## config.mk

```make
export PLATFORM = sky130hd
export DESIGN_NAME = fetch_unit
export DESIGN_NICKNAME = d
export VERILOG_FILES = /design/src/rtl/fetch_unit.sv
export SDC_FILE = /design/constraint.sdc
export NUM_CORES = 1
export LEC_CHECK = 0
export CAP_MARGIN = 10
export CORE_MARGIN = 5
export CORE_UTILIZATION = 25
export CTS_CLUSTER_SIZE = 24
export DETAILED_ROUTE_END_ITERATION = 8
export PLACE_DENSITY = 0.44
export SETUP_SLACK_MARGIN = 0.15
export SLEW_MARGIN = 0
export SYNTH_ARGS = -nofsm -noshare
export SYNTH_HDL_FRONTEND = slang
export SYNTH_SLANG_ARGS = --single-unit
export TNS_END_PERCENT = 10
```

## constraint.sdc

```tcl
create_clock -name clk -period 9.4 [get_ports clk]
set_input_delay 0.94 -clock clk [delete_from_list [all_inputs] [get_ports clk]]
set_output_delay 0.94 -clock clk [all_outputs]
set_load 0.02 [all_outputs]
```

## src/rtl/fetch_unit.sv

```systemverilog
// fetch_unit: instruction-fetch stage between the instruction bus master port
// and decode. Issues word reads from a local PC, buffers responses in a small
// FIFO and hands instruction words to decode in program order. Jumps flush
// the FIFO and discard any responses still in flight for the old stream.
// Optional bus-error tracking is compiled in with `define FETCH_BUS_ERR_EN.
module fetch_unit #(
  parameter int FETCH_BUF_DEPTH = 4,
  parameter int MAX_OUTSTANDING = 2
) (
  input  logic        clk,
  input  logic        rst,
  input  logic        fetch_en_i,
  input  logic        jump_i,
  input  logic [31:0] pc_jump_i,
  input  logic [31:0] pc_reset_i,
  output logic        instr_req_valid_o,
  input  logic        instr_req_ready_i,
  output logic [31:0] instr_req_addr_o,
  input  logic        instr_resp_valid_i,
  output logic        instr_resp_ready_o,
  input  logic [31:0] instr_resp_data_i,
  input  logic        instr_resp_err_i,
  output logic        fetch_valid_o,
  input  logic        fetch_ready_i,
  output logic [31:0] fetch_instr_o,
  output logic        fetch_err_o
);
  localparam int AW = $clog2(FETCH_BUF_DEPTH);
  localparam int PW = AW + 1;
  localparam int CW = $clog2(MAX_OUTSTANDING + 2);

  typedef enum logic [1:0] {IDLE, RUN, HOLD_JUMP} state_t;
`ifdef FETCH_BUS_ERR_EN
  typedef struct packed { logic err; logic [31:0] data; } entry_t;
`else
  typedef struct packed { logic [31:0] data; } entry_t;
`endif

  state_t        state_ff, state_nxt;
  logic [31:0]   pc_ff, jump_pc_ff;
  logic [CW-1:0] out_ff, out_nxt, disc_ff, disc_nxt;
  logic [PW-1:0] wr_ptr, rd_ptr, count;
  entry_t        mem [FETCH_BUF_DEPTH];
  entry_t        push_entry, head;
  logic          stall_ff, credit_ok, stop, req_valid, hs, stall;
  logic          drop, push, pop, empty;

  assign count     = wr_ptr - rd_ptr;
  assign empty     = (count == '0);
  // Reserve FIFO space for every read in flight so responses never overflow.
  assign credit_ok = (int'(out_ff) < MAX_OUTSTANDING) &&
                     ((int'(count) + int'(out_ff)) < FETCH_BUF_DEPTH);
  assign hs        = req_valid & instr_req_ready_i;
  assign stall     = req_valid & ~instr_req_ready_i;
  // Responses in the jump cycle, or still owed to the old stream, are dropped.
  assign drop      = jump_i | (disc_ff != '0);
  assign push      = instr_resp_valid_i & ~drop;
  assign pop       = fetch_valid_o & fetch_ready_i;
  assign head      = mem[rd_ptr[AW-1:0]];
  assign out_nxt   = out_ff + CW'(hs) - CW'(instr_resp_valid_i);

`ifdef FETCH_BUS_ERR_EN
  logic err_stop_ff;
  assign stop        = err_stop_ff;
  assign push_entry  = '{err: instr_resp_err_i, data: instr_resp_data_i};
  assign fetch_err_o = ~empty & head.err;

  // An erroring word parks the fetcher until decode redirects it.
  always_ff @(posedge clk) begin
    if (!rst)                          err_stop_ff <= 1'b0;
    else if (jump_i)                   err_stop_ff <= 1'b0;
    else if (push && instr_resp_err_i) err_stop_ff <= 1'b1;
  end
`else
  logic unused_err;
  assign unused_err  = instr_resp_err_i;
  assign stop        = 1'b0;
  assign push_entry  = '{data: instr_resp_data_i};
  assign fetch_err_o = 1'b0;
`endif

  // State register plus PC, credit and discard bookkeeping.
  always_ff @(posedge clk) begin
    if (!rst) begin
      state_ff   <= IDLE;
      pc_ff      <= pc_reset_i;
      jump_pc_ff <= '0;
      out_ff     <= '0;
      disc_ff    <= '0;
      stall_ff   <= 1'b0;
    end else begin
      state_ff <= state_nxt;
      out_ff   <= out_nxt;
      disc_ff  <= disc_nxt;
      stall_ff <= stall;
      if (jump_i && stall) jump_pc_ff <= pc_jump_i;
      if (jump_i && !stall)
        pc_ff <= pc_jump_i;
      else if (hs)
        pc_ff <= (state_ff == HOLD_JUMP) ? jump_pc_ff : pc_ff + 32'd4;
    end
  end

  // Discard count: a jump owes every read in flight; a held old request adds one more on acceptance.
  always_comb begin
    disc_nxt = disc_ff;
    if (jump_i) begin
      disc_nxt = out_nxt;
    end else begin
      if (instr_resp_valid_i && disc_ff != '0) disc_nxt = disc_nxt - CW'(1);
      if (state_ff == HOLD_JUMP && hs)         disc_nxt = disc_nxt + CW'(1);
    end
  end

  // Next state: a stalled request is never withdrawn, so leaving RUN waits for it.
  always_comb begin
    state_nxt = state_ff;
    case (state_ff)
      IDLE:      if (fetch_en_i) state_nxt = RUN;
      RUN: begin
        if (jump_i && stall)            state_nxt = HOLD_JUMP;
        else if (!fetch_en_i && !stall) state_nxt = IDLE;
      end
      HOLD_JUMP: if (hs) state_nxt = fetch_en_i ? RUN : IDLE;
      default:   state_nxt = IDLE;
    endcase
  end

  // Outputs: request valid per state; decode sees the FIFO head unless a jump flushes it.
  always_comb begin
    req_valid = 1'b0;
    case (state_ff)
      RUN:       req_valid = stall_ff | (credit_ok & ~stop);
      HOLD_JUMP: req_valid = 1'b1;
      default:   req_valid = 1'b0;
    endcase
  end

  assign instr_req_valid_o  = req_valid;
  assign instr_req_addr_o   = pc_ff;
  assign instr_resp_ready_o = 1'b1;
  assign fetch_valid_o      = ~empty & ~jump_i;
  assign fetch_instr_o      = empty ? '0 : head.data;

  // FIFO pointers; a jump empties the buffer.
  always_ff @(posedge clk) begin
    if (!rst || jump_i) begin
      wr_ptr <= '0;
      rd_ptr <= '0;
    end else begin
      if (push) wr_ptr <= wr_ptr + PW'(1);
      if (pop)  rd_ptr <= rd_ptr + PW'(1);
    end
  end

  // FIFO storage, no reset needed: contents are only read when non-empty.
  always_ff @(posedge clk) begin
    if (push) mem[wr_ptr[AW-1:0]] <= push_entry;
  end
endmodule
```

# After elaboration in Yosys (flattened, before gate mapping)
# Memory sizes are Yosys's and may differ from the RTL's. A register that Yosys moved wholly into a read port is not among the register bits.
# Cells that the tools add are included.
word_totals:
  regBits: 77
  ramBits: 128
  input_bits: 104
  output_inout_bits: 68
  memories: 1
classes:
  n_addsub: 9
  order_cmp: 2
  eq_ne: 6
  n_mux: 20
  n_bitwise: 11
  reduce_logical: 14
mem_list:
  columns: ["name", "depth", "word_bits", "read_ports", "rd_ports_with_merged_regs", "wr", "line_no", "text"]
  rows:
  - ["mem", 4, 32, 1, 1, 1, "43", "entry_t mem [FETCH_BUF_DEPTH];"]
ops:
  columns: ["op", "count"]
  rows:
  - ["two-way mux 32 bit", 5]
  - ["adder 32 x 3 -> 32 bit (second input constant)", 1]
  - ["two-way mux 2 bit", 10]
  - ["adder 3 x 1 -> 3 bit (second input constant)", 2]
  - ["logical AND 1 bit", 6]
  - ["one-hot mux 2 bit (3 select lines)", 1]
  - ["bitwise AND 1 bit", 5]
  - ["adder 3 x 2 -> 4 bit", 1]
  - ["< comparator 4 x 3 -> 1 bit (second input constant)", 1]
  - ["!= test 2 bit (second input constant)", 2]
  - ["NOT 1 bit", 4]
  - ["zero test 1 bit", 3]
  - ["zero test 3 bit", 1]
  - ["two-way mux 1 bit", 3]
  - ["!= test 3 x 1 -> 1 bit (second input constant)", 1]
  - ["!= test 3 bit (second input constant)", 1]
  - ["AND reduction 3 bit", 1]
  - ["subtractor 3 bit", 1]
  - ["adder 2 x 1 -> 2 bit", 1]
  - ["adder 2 x 1 -> 2 bit (second input constant)", 1]
  - ["equality test 2 x 1 -> 1 bit (second input constant)", 1]
  - ["equality test 2 bit (second input constant)", 1]
  - ["zero test 2 bit", 1]
  - ["< comparator 2 bit (second input constant)", 1]
  - ["6 further kinds", 7]

# Logic depth before layout (Yosys ltp)
# Gate-level depths: netlist of run 1.
logic_depth:
  ltp_word: 12
  depth_mapped: 16

# Least setup slack after synthesis of run 1
# No wires, ideal clock.
synth_timing:
  path_kind: "flip-flop to flip-flop"
  startpoint: "reg wr_ptr[0]"
  endpoint: "reg pc_ff[10] (netlist: instr_req_addr_o[10]), enable pin"
  arrival_time_ns: 3.055
  required_time_ns: 8.857
  setup_slack_ns: 5.802
  stages_incl_launch_ff: 11
  n_path_buf: 1
  synth_period_minus_slack_ns: 3.598
  path_cell_list: "dfxtp_1 > inv_1 > ha_1 > inv_1 > fa_1 > ha_1 > and3b_1 > o32a_2 > o21ai_2 > buf_2 > nand3_1"
synth_via:
  elab_chain_cells: 10
  word_cells_on_any_way: 11
  cone_classes: "add/sub (2); order compare (1); eq/ne (1); mux (1); bitwise (3); reduce/logical (3)"
synth_lines:
  columns: ["item", "line_no", "text"]
  rows:
  - ["start: declaration", "42", "logic [PW-1:0] wr_ptr, rd_ptr, count;"]
  - ["start signal: assignment", "151", "if (push) wr_ptr <= wr_ptr + PW'(1);"]
  - ["subtractor 3 bit (*)", "48", "assign count = wr_ptr - rd_ptr;"]
  - ["adder 3 x 2 -> 4 bit (*)", "52", "((int'(count) + int'(out_ff)) < FETCH_BUF_DEPTH);"]
  - ["< comparator 4 x 3 -> 1 bit (*)", "52", null]
  - ["logical AND 1 bit (*)", "51", "assign credit_ok = (int'(out_ff) < MAX_OUTSTANDING) &&"]
  - ["bitwise OR 1 bit (*)", "133", "RUN: req_valid = stall_ff | (credit_ok & ~stop);"]
  - ["one-hot mux 1 bit (2 select lines) (*)", "132", "case (state_ff)"]
  - ["bitwise AND 1 bit", "54", "assign stall = req_valid & ~instr_req_ready_i;"]
  - ["zero test 1 bit", "97", "if (jump_i && !stall)"]
  - ["logical AND 1 bit", "97", null]
  - ["!= test 3 x 1 -> 1 bit (no line) (*)", null, null]
  - ["end signal: assignment", "86", "pc_ff <= pc_reset_i;"]
  - ["end signal: assignment", "98", "pc_ff <= pc_jump_i;"]
  - ["end signal: assignment", "100", "pc_ff <= (state_ff == HOLD_JUMP) ? jump_pc_ff : pc_ff + 32'd4;"]
  - ["end: declaration", "40", "logic [31:0] pc_ff, jump_pc_ff;"]
# Mark *: on every way between the ends. The rest lies on a longest branch, timed or not.
# A chain may end at the register's enable or synchronous reset.

# Worst setup path after layout of run 1
layout_timing:
  startpoint: "reg wr_ptr[0]"
  endpoint: "out instr_req_valid_o"
layout_via:
  elab_chain_cells: 6
layout_lines:
  columns: ["item", "line_no", "text"]
  rows:
  - ["subtractor 3 bit", "48", null]
  - ["adder 3 x 2 -> 4 bit", "52", null]
  - ["< comparator 4 x 3 -> 1 bit", "52", null]
  - ["logical AND 1 bit", "51", null]
  - ["bitwise OR 1 bit", "133", null]
  - ["one-hot mux 1 bit (2 select lines)", "132", null]
  - ["end: declaration", "16", "output logic instr_req_valid_o,"]
# Every way passes these cells.

==> results of run 1 <==
-- power by group through the flow --
| stage | Combinational [mW] | Clock [mW] | Sequential (mW) |
|---|---|---|---|
| 4_1_cts | 0.357 | 0.982 | 1.06 |
| 5_1_grt | 0.383 | 1.02 | 1.07 |
| 3_3_place_gp | 0.355 | 0 | 1.08 |
| 2_1_floorplan | 0.171 | 0 | 1.09 |
| 3_5_place_dp | 0.356 | 0 | 1.08 |
| 6_report | 0.348 | 0.942 | 1.06 |
-- sequential cells by signal, summed over array words and instances, names as in the netlist, named ones only --
name              count
state_ff              2
instr_req_addr_o     32
out_ff                2
stall_ff              1
jump_pc_ff           32
wr_ptr                3
mem                 128
disc_ff               2
rd_ptr                3
-- cells in the final DEF, fill, tap and decap left out, types with 12 or more instances in the layout --
cell,count
sky130_fd_sc_hd__dfxtp_1,45
sky130_fd_sc_hd__mux2i_1,17
sky130_fd_sc_hd__mux4_2,32
sky130_fd_sc_hd__xnor2_1,13
sky130_fd_sc_hd__nor2_1,28
sky130_fd_sc_hd__nand2_1,60
sky130_fd_sc_hd__edfxtp_1,160
sky130_fd_sc_hd__inv_1,23
sky130_fd_sc_hd__clkbuf_16,26
sky130_fd_sc_hd__o31ai_1,12
sky130_fd_sc_hd__a31oi_1,27
sky130_fd_sc_hd__nand2b_1,26
sky130_fd_sc_hd__nand3_1,24
sky130_fd_sc_hd__o21ai_0,25
sky130_fd_sc_hd__clkdlybuf4s50_1,167
sky130_fd_sc_hd__and2_1,34
sky130_fd_sc_hd__ha_1,14
sky130_fd_sc_hd__nor2b_1,28
sky130_fd_sc_hd__a21boi_0,15
-- how the worst min path moves through the flow --
stage,from,endpoint,depth (start not counted)
after floorplan,jump_pc_ff[7],jump_pc_ff[7],2
after global placement,jump_pc_ff[7],jump_pc_ff[7],2
after detailed placement,jump_pc_ff[8],jump_pc_ff[8],2
after CTS,jump_pc_ff[8],jump_pc_ff[8],2
after global routing,jump_pc_ff[8],jump_pc_ff[8],2
final,jump_pc_ff[7],jump_pc_ff[7],2
-- critical path: stages, from the launching register on --
cell and delay (ps):
sky130_fd_sc_hd__dfxtp_1 360, sky130_fd_sc_hd__inv_1 110, sky130_fd_sc_hd__ha_1 210, sky130_fd_sc_hd__inv_1 60, sky130_fd_sc_hd__fa_1 430, sky130_fd_sc_hd__ha_1 280
sky130_fd_sc_hd__and3b_1 190, sky130_fd_sc_hd__o32a_2 610, sky130_fd_sc_hd__inv_2 180, sky130_fd_sc_hd__clkdlybuf4s50_1 680
-- metrics by stage --
step / worst slack [ps] / hold slack, ps
2_1_floorplan: 5800 / 447
3_3_place_gp: 5320 / 457
3_5_place_dp: 5330 / 466
4_1_cts: 4720 / 473
5_1_grt: 4630 / 508
6_report: 4810 / 471
-- per-layer routing --
layer	vias to the layer above	wire [um]	share of wire, %
li1	3131	-	-
met1	3155	11700	45
met2	169	12100	46
met3	36	1840	7.0
met4	6	566	2.2
met5	-	41	0.16
-- logic make-up (layout without fill, tap and decap cells) --
group,Yosys count,after routing,share of synthesized area (%)
muxes,50,50,9.32
and+or+nand+nor,250,250,14.1
AOI/OAI and AO/OA,134,134,9.59
DFF,207,207,59.3
adders and majority gates,16,16,2.15
buffers and inverters,75,248,3.35
xor gates and xnor gates,21,21,2.04
other,2,2,0.0776
-- area by class of cell --
| class | instances | area, um2 | share of cell area (%) |
|---|---|---|---|
| tap | 518 | 648 | 5.12 |
| timing repair buffer | 176 | 1740 | 13.7 |
| inverter | 24 | 90.1 | 0.712 |
| multi-input combinational | 473 | 3630 | 28.7 |
| clock buffer | 37 | 712 | 5.62 |
| clock inverter | 11 | 88.8 | 0.702 |
| sequential | 207 | 5750 | 45.4 |
==> results summary, run 1 <==
The headroom to the max-slew limit came out at 34.8%. The detailed-routing iteration count for the pre-antenna-repair pass came out at 4. The count of hold buffers inserted by post-cts repair is 0. Summing all non-filler instances in the final layout gives an area of 12700 um2.

The clock network latency to the later pin of the worst-skew pair is about 530 ps. The number of cells traversed by the worst register-to-register path is 16. The overall die height is 207 um. The worst path uses 48.8% of the clock period.

The die outline area came out at 42800 um2. The internal power summed over all cells is 1.75 mW. The analysis attributes to net switching a power of 0.602 mW. Yosys instantiated no cell more often than sky130_fd_sc_hd__edfxtp_1. The start point of the critical path is wr_ptr[0]. The number of hold-slack violations in the final timing report came to 0. The critical register-to-register path startpoint is wr_ptr[0].

The worst register-to-register path ends at disc_ff[1]. Cells with a size suffix above 1 make up 10.5% of the layout. The cell count after synthesis came out at 755. In this run the worst setup path terminates at instr_req_valid_o. The biggest area consumer among synthesized cells is sky130_fd_sc_hd__edfxtp_1. The total design power came out at ~2.4 mW.

The minimum clock period came out at about 4600 ps. The switching power as a share of total power came out at 25.6%. Setup repair after global routing left no endpoint under its margin.

The post-synthesis async set-or-reset flop share is 0%. The root buffer cell chosen for the clock tree is sky130_fd_sc_hd__clkbuf_16. In this run the number of H-tree levels came out at 1. The fraction of power consumed by the clock network is 40.0%. The startpoint kind of the worst setup timing path is a flip-flop. The post-placement cell area is 11900 um2.

The max-slew violation total from the final report is 0. The reg2reg setup slack is 5650 ps. The number of global-route vias before repair came to 6874.

The routed via count divided by cell count is 4.49. The start-to-end type of the worst setup path is flip-flop to output port. The busiest layer in global routing is met2. The post-synthesis instance area came out at between 9000 and 10000 um2.

The effective utilization at floorplan came out at roughly a quarter. The total I/O pin count is roughly 170. Buffers added to address setup during post-CTS repair amount to 0.

The quantity of gates resized following cts came out at 0. The remaining design rule violation count is 0. In the global route stage, met1 resource usage came out at 15.9%. The maximum clock frequency came out at 0.218 GHz. Summed over all layers, the global routing overflow is 0. The path class of the tightest hold or removal check is flip-flop to flip-flop. Sequential cells burn 45.2% of the power.

The capturing element type of the critical path is an output port. The max-cap check violation count is 0. The number of vias in the routed layout is about 6500.

At the worst endpoint, the required time is 8460 ps. The met2 demand-to-capacity share in global routing is roughly 20%. The core region area came out at approximately 38000 um2. The distinct cell type count after synthesis is 58.

The average size of a mapped cell came out at around 13 um2. The placer congestion estimate came out at between 0.6 and 0.7. The global-route met3 utilization came out at 3.70%.

The worst ir drop on vdd came out at 114 uV. The first-pass GRT wire length is approximately 40000 um. The row count came out at just over 70. The number of synthesized register bits came out at 207.

In this run the horizontal extent of the chip is roughly 210 um. The leakage power total is 4.04 nW. The final-layout fill cell count came out at 3896. Counting instances in the post-synthesis netlist gives the leading cell types as sky130_fd_sc_hd__edfxtp_1 (160), sky130_fd_sc_hd__nand2_1 (60), sky130_fd_sc_hd__dfxtp_1 (47), sky130_fd_sc_hd__and2_1 (38), sky130_fd_sc_hd__clkbuf_1 (35). The share of the Yosys chip area taken by registers is 59.3%. At the end of the flow, the number of nets in the layout was 1028.

The number of buffers created by CTS came out at 26. From synthesis to final layout, the design area changed by 30.7%. The count of inserted antenna diode cells came out at 0.

For the pin with the worst max-slew slack, the measured transition is 978 ps. The arrival time at the worst endpoint came out at 3650 ps. The run finished with clean final reports. The number of nets with antenna violations after detailed routing is 0. The part of the total power dissipated in combinational logic came out at 14.8%. The fraction of synthesized cell area taken by the top area cell type came out at 49.6%.

Once placement completed, the tool counted placed cells totaling 1398. The largest fanout on the critical path came out at 23. The number of synthesized flops with an enable pin is 160. The post-layout utilization of the core is about a third. The yosys synthesis warning count is 0.

The final-report setup violation count is 0. The final cell count without fillers came out at between 1000 and 1500. Summed over all failing endpoints, the final setup total negative slack is 0 ps. After synthesis, the cell types taking the most area are sky130_fd_sc_hd__edfxtp_1 (50%), sky130_fd_sc_hd__dfxtp_1 (9.7%), sky130_fd_sc_hd__mux4_2 (7.4%). The final layout contains routed wiring with a total length of approximately 26000 um. The total of buffers placed on input and output ports is 168. The sum of net half-perimeters after detailed placement is 16400 um. The post-CTS clock slew at the launch and capture registers of the worst setup and hold paths is approximately 60 ps. The initial antenna violation count is 3. Entering global routing, the biggest net connects 81 pins.

The number of clock sinks is 207. The final worst clock skew is 18.0 ps. In the final routed layout, each cell accounts on average for about 18 um. The clock tree from TritonCTS is done.

In this run the power density over the cells is 186 nW/um2. For this run, the total global-route usage over all layers was measured as about an eighth. The clock tree buffer depth is 3. The dominant register cell in the synthesized netlist is sky130_fd_sc_hd__edfxtp_1.

The detailed router's first-iteration violation count came out at roughly 250. Synthesis produced a netlist with a net count of 875.
Note: power is estimated with default switching activity, not from simulation.
==> run 2: changes to the inputs <==
- clock period: 9.4 -> 4.25 ns (I/O delays scaled with it)
==> run 2 against run 1 <==
Register-to-register slack got worse by 4900 ps. Cell area grew 2.0%. Count of clock-buffer cells in the layout decreased by 8. Setup slack lost 4300 ps. Critical path type unchanged. Critical endpoint unchanged. Largest power group is now clock. Highest routed layer unchanged.
==> results summary, run 2 (synthesis results as in run 1) <==
The post-place setup slack is 656 ps (-4670 ps). The max-slew violation total from the final report is 0 (unchanged). The worst hold margin came out at 352 ps (-119 ps).

The final routed wirelength across all metal layers is 26500 um (+1.2%). The headroom to the max-slew limit was 32.6% (-2.1 points). The final cell count without fillers came to 1452 (+0.41%). The delay of the slowest critical-path stage is 660 ps (-20 ps). The root buffer cell chosen for the clock tree is sky130_fd_sc_hd__clkbuf_16. The maximum clock frequency came out at 0.265 GHz. The detailed router's first-iteration violation count came out at 268 (+8.9%).

The transition time of the tightest slew-check pin was 1010 ps (+32.1 ps). The clock tree from TritonCTS is done. The total design power came out at 5.69 mW (+140%). The max-cap check violation count is 0 (unchanged). The quantity of gates resized following cts came out at 0 (unchanged). The post-placement cell count came out at 1402 (+0.29%). The width of the chip is 207 um (unchanged). The core region area came out at 38500 um2 (unchanged).

The number of global-route vias before repair came out at 6900 (+0.38%). The sequential cell area in the final layout is 5750 um2 (unchanged). The clock period could shrink to around 3800 ps. The leakage power total is 4.16 nW (+3.1%). The remaining design rule violation count is 0 (unchanged). The start-to-end type of the worst setup path is flip-flop to output port. The effective utilization at floorplan was 25.2% (unchanged). The final non-filler cell area came out at 12900 um2 (+2.0%).

The final worst clock skew is 14.0 ps (-3.90 ps). The highest routed metal layer is met5. The largest fanout on the critical path is 4 (-83%).

The worst setup path is captured at an output port. The clock network latency to the later pin of the worst-skew pair is 540 ps (about the same). The total I/O pin count is 172 (unchanged). Setup repair after global routing left no endpoint under its margin.

From synthesis to final layout, the design area changed by 33.4%. The post-CTS setup buffer count came out at 0 (unchanged). The aggregate negative setup slack is 0 ps (unchanged). The start point of the critical path is wr_ptr[0]. The sum of met2 wire segment lengths after detailed routing is 12500 um (+3.1%). The buffer and inverter count on the worst path was 4 (unchanged).

The arrival time at the worst endpoint is 3350 ps (-300 ps). The power per cell area is 441 nW/um2 (+140%). The global-route total usage across every layer is 12.3% (+0.20 points).

The worst register-to-register path begins at wr_ptr[0]. The number of H-tree branching levels is 1 (unchanged). The number of nets at the end of the flow is 1033 (+0.49%). The aggregate global routing overflow came out at 0 (unchanged). The total of buffers placed on input and output ports is 168 (unchanged). The fraction of the cycle the final worst path needs is about nine tenths.

The flow ran to the end, and the final reports show no timing, DRC or antenna violations. The overall die height came out at 207 um (unchanged). The worst path setup slack after routing came out at 480 ps (-4330 ps). Walking the worst path, the cells encountered are inv_1 > ha_1 > inv_1 > fa_1 > ha_1 > and3b_1 > o32a_2 > inv_2 > clkdlybuf4s50_1.

The class of the tightest hold or removal check is input pin to flip-flop. The worst ir drop on vdd came out at 230 uV (+100%). The startpoint kind of the worst setup timing path is a flip-flop. The met3 wirelength from detailed routing came out at 1860 um (+1.1%). The post-layout utilization of the core is 33.6% (+0.67 points). The number of nets with antenna violations after detailed routing came out at 0 (unchanged). The routed via count divided by cell count came out at 4.48 (-0.38%). The final-layout fill cell count is 3876 (-0.51%). The row count came out at 72 (unchanged). The placer congestion estimate is 0.718 (+3.5%). The final-report setup violation count came out at 0 (unchanged). The count of inserted antenna diode cells was 0 (unchanged).

The pin count of the biggest net entering global routing was 66 (-19%). The most common cell after layout, fill and taps aside is sky130_fd_sc_hd__clkdlybuf4s50_1. The die outline area came to 42800 um2 (unchanged).

The slowest cell on the critical path is sky130_fd_sc_hd__clkdlybuf4s50_1. The worst path required time is 3830 ps (-4630 ps). The average wire per cell in the routed design came out at 18.3 um (+0.73%). The number of clock sinks came out at 207 (unchanged). The sum of net half-perimeters after detailed placement is 17100 um (+4.0%). The number of vias in the routed layout came out at 6499 (+0.031%). The routed metal-1 wirelength is 11700 um (+0.35%).

The library cells used most frequently in the layout, excluding fill and tap cells, are sky130_fd_sc_hd__clkdlybuf4s50_1 (167), sky130_fd_sc_hd__edfxtp_1 (160), sky130_fd_sc_hd__nand2_1 (60). The worst hold path begins at rst. The post-placement cell area came to 11900 um2 (+0.46%).

The post-CTS clock slew at the launch and capture registers of the worst setup and hold paths came out at 60 ps (about the same). The detailed-routing iteration count for the pre-antenna-repair pass is 4 (unchanged). The kind of cell adding the most delay to the critical path is buffers and inverters.

The fraction of layout cells with a size suffix above 1 is 11.7% (+1.2 points). The first-pass GRT wire length is 40800 um (+0.82%). The total area of multi-input combinational cells is 3630 um2 (about the same).

The number of hold-slack violations in the final timing report came out at 0 (unchanged). The number of buffers created by CTS is 27 (+3.8%). The clock tree buffer depth is 3 (unchanged). The flip-flop count of the largest register after layout was 128 (unchanged). The initial antenna violation count came out at 2 (-1).

The count of hold buffers inserted by post-cts repair is 0 (unchanged).
[run 2: changes by cell type in the layout (fill, tap and decap cells not counted), moves of 2 or more]
cell / change
sky130_fd_sc_hd__inv_6: +4
sky130_fd_sc_hd__clkbuf_1: -7
sky130_fd_sc_hd__buf_12: +2
sky130_fd_sc_hd__bufinv_16: +7
sky130_fd_sc_hd__clkbuf_8: -2
sky130_fd_sc_hd__buf_4: +2
[run 2: final timing paths]
check	endpoint	slack, ps	cells after the start
hold / removal	jump_pc_ff[17]	350	2
hold reg to reg	jump_pc_ff[8]	470	2
setup reg to reg	instr_req_addr_o[29]	730	11
setup / recovery	instr_req_valid_o	480	9
[run 2: power breakdown]
part / total [mW] / internal, mW / switching [mW]
combinational: 0.780 / 0.381 / 0.399
clock: 2.55 / 1.65 / 0.904
sequential: 2.36 / 2.28 / 0.0786
[run 2: per-layer routing]
| metal | vias up | track usage (%) |
|---|---|---|
| li1 | 3148 | - |
| met1 | 3151 | 16.0 |
| met2 | 164 | 20.6 |
| met3 | 32 | 3.33 |
| met4 | 4 | 2.71 |
| met5 | - | 0 |
[run 2: cell type report]
class                      instances  area share [%]
clock buffer                      29            5.29
clock inverter                    21            2.45
inverter                          24           0.698
multi-input combinational        473            28.1
sequential                       207            44.5
tap                              518            5.02
timing repair buffer             180            13.9
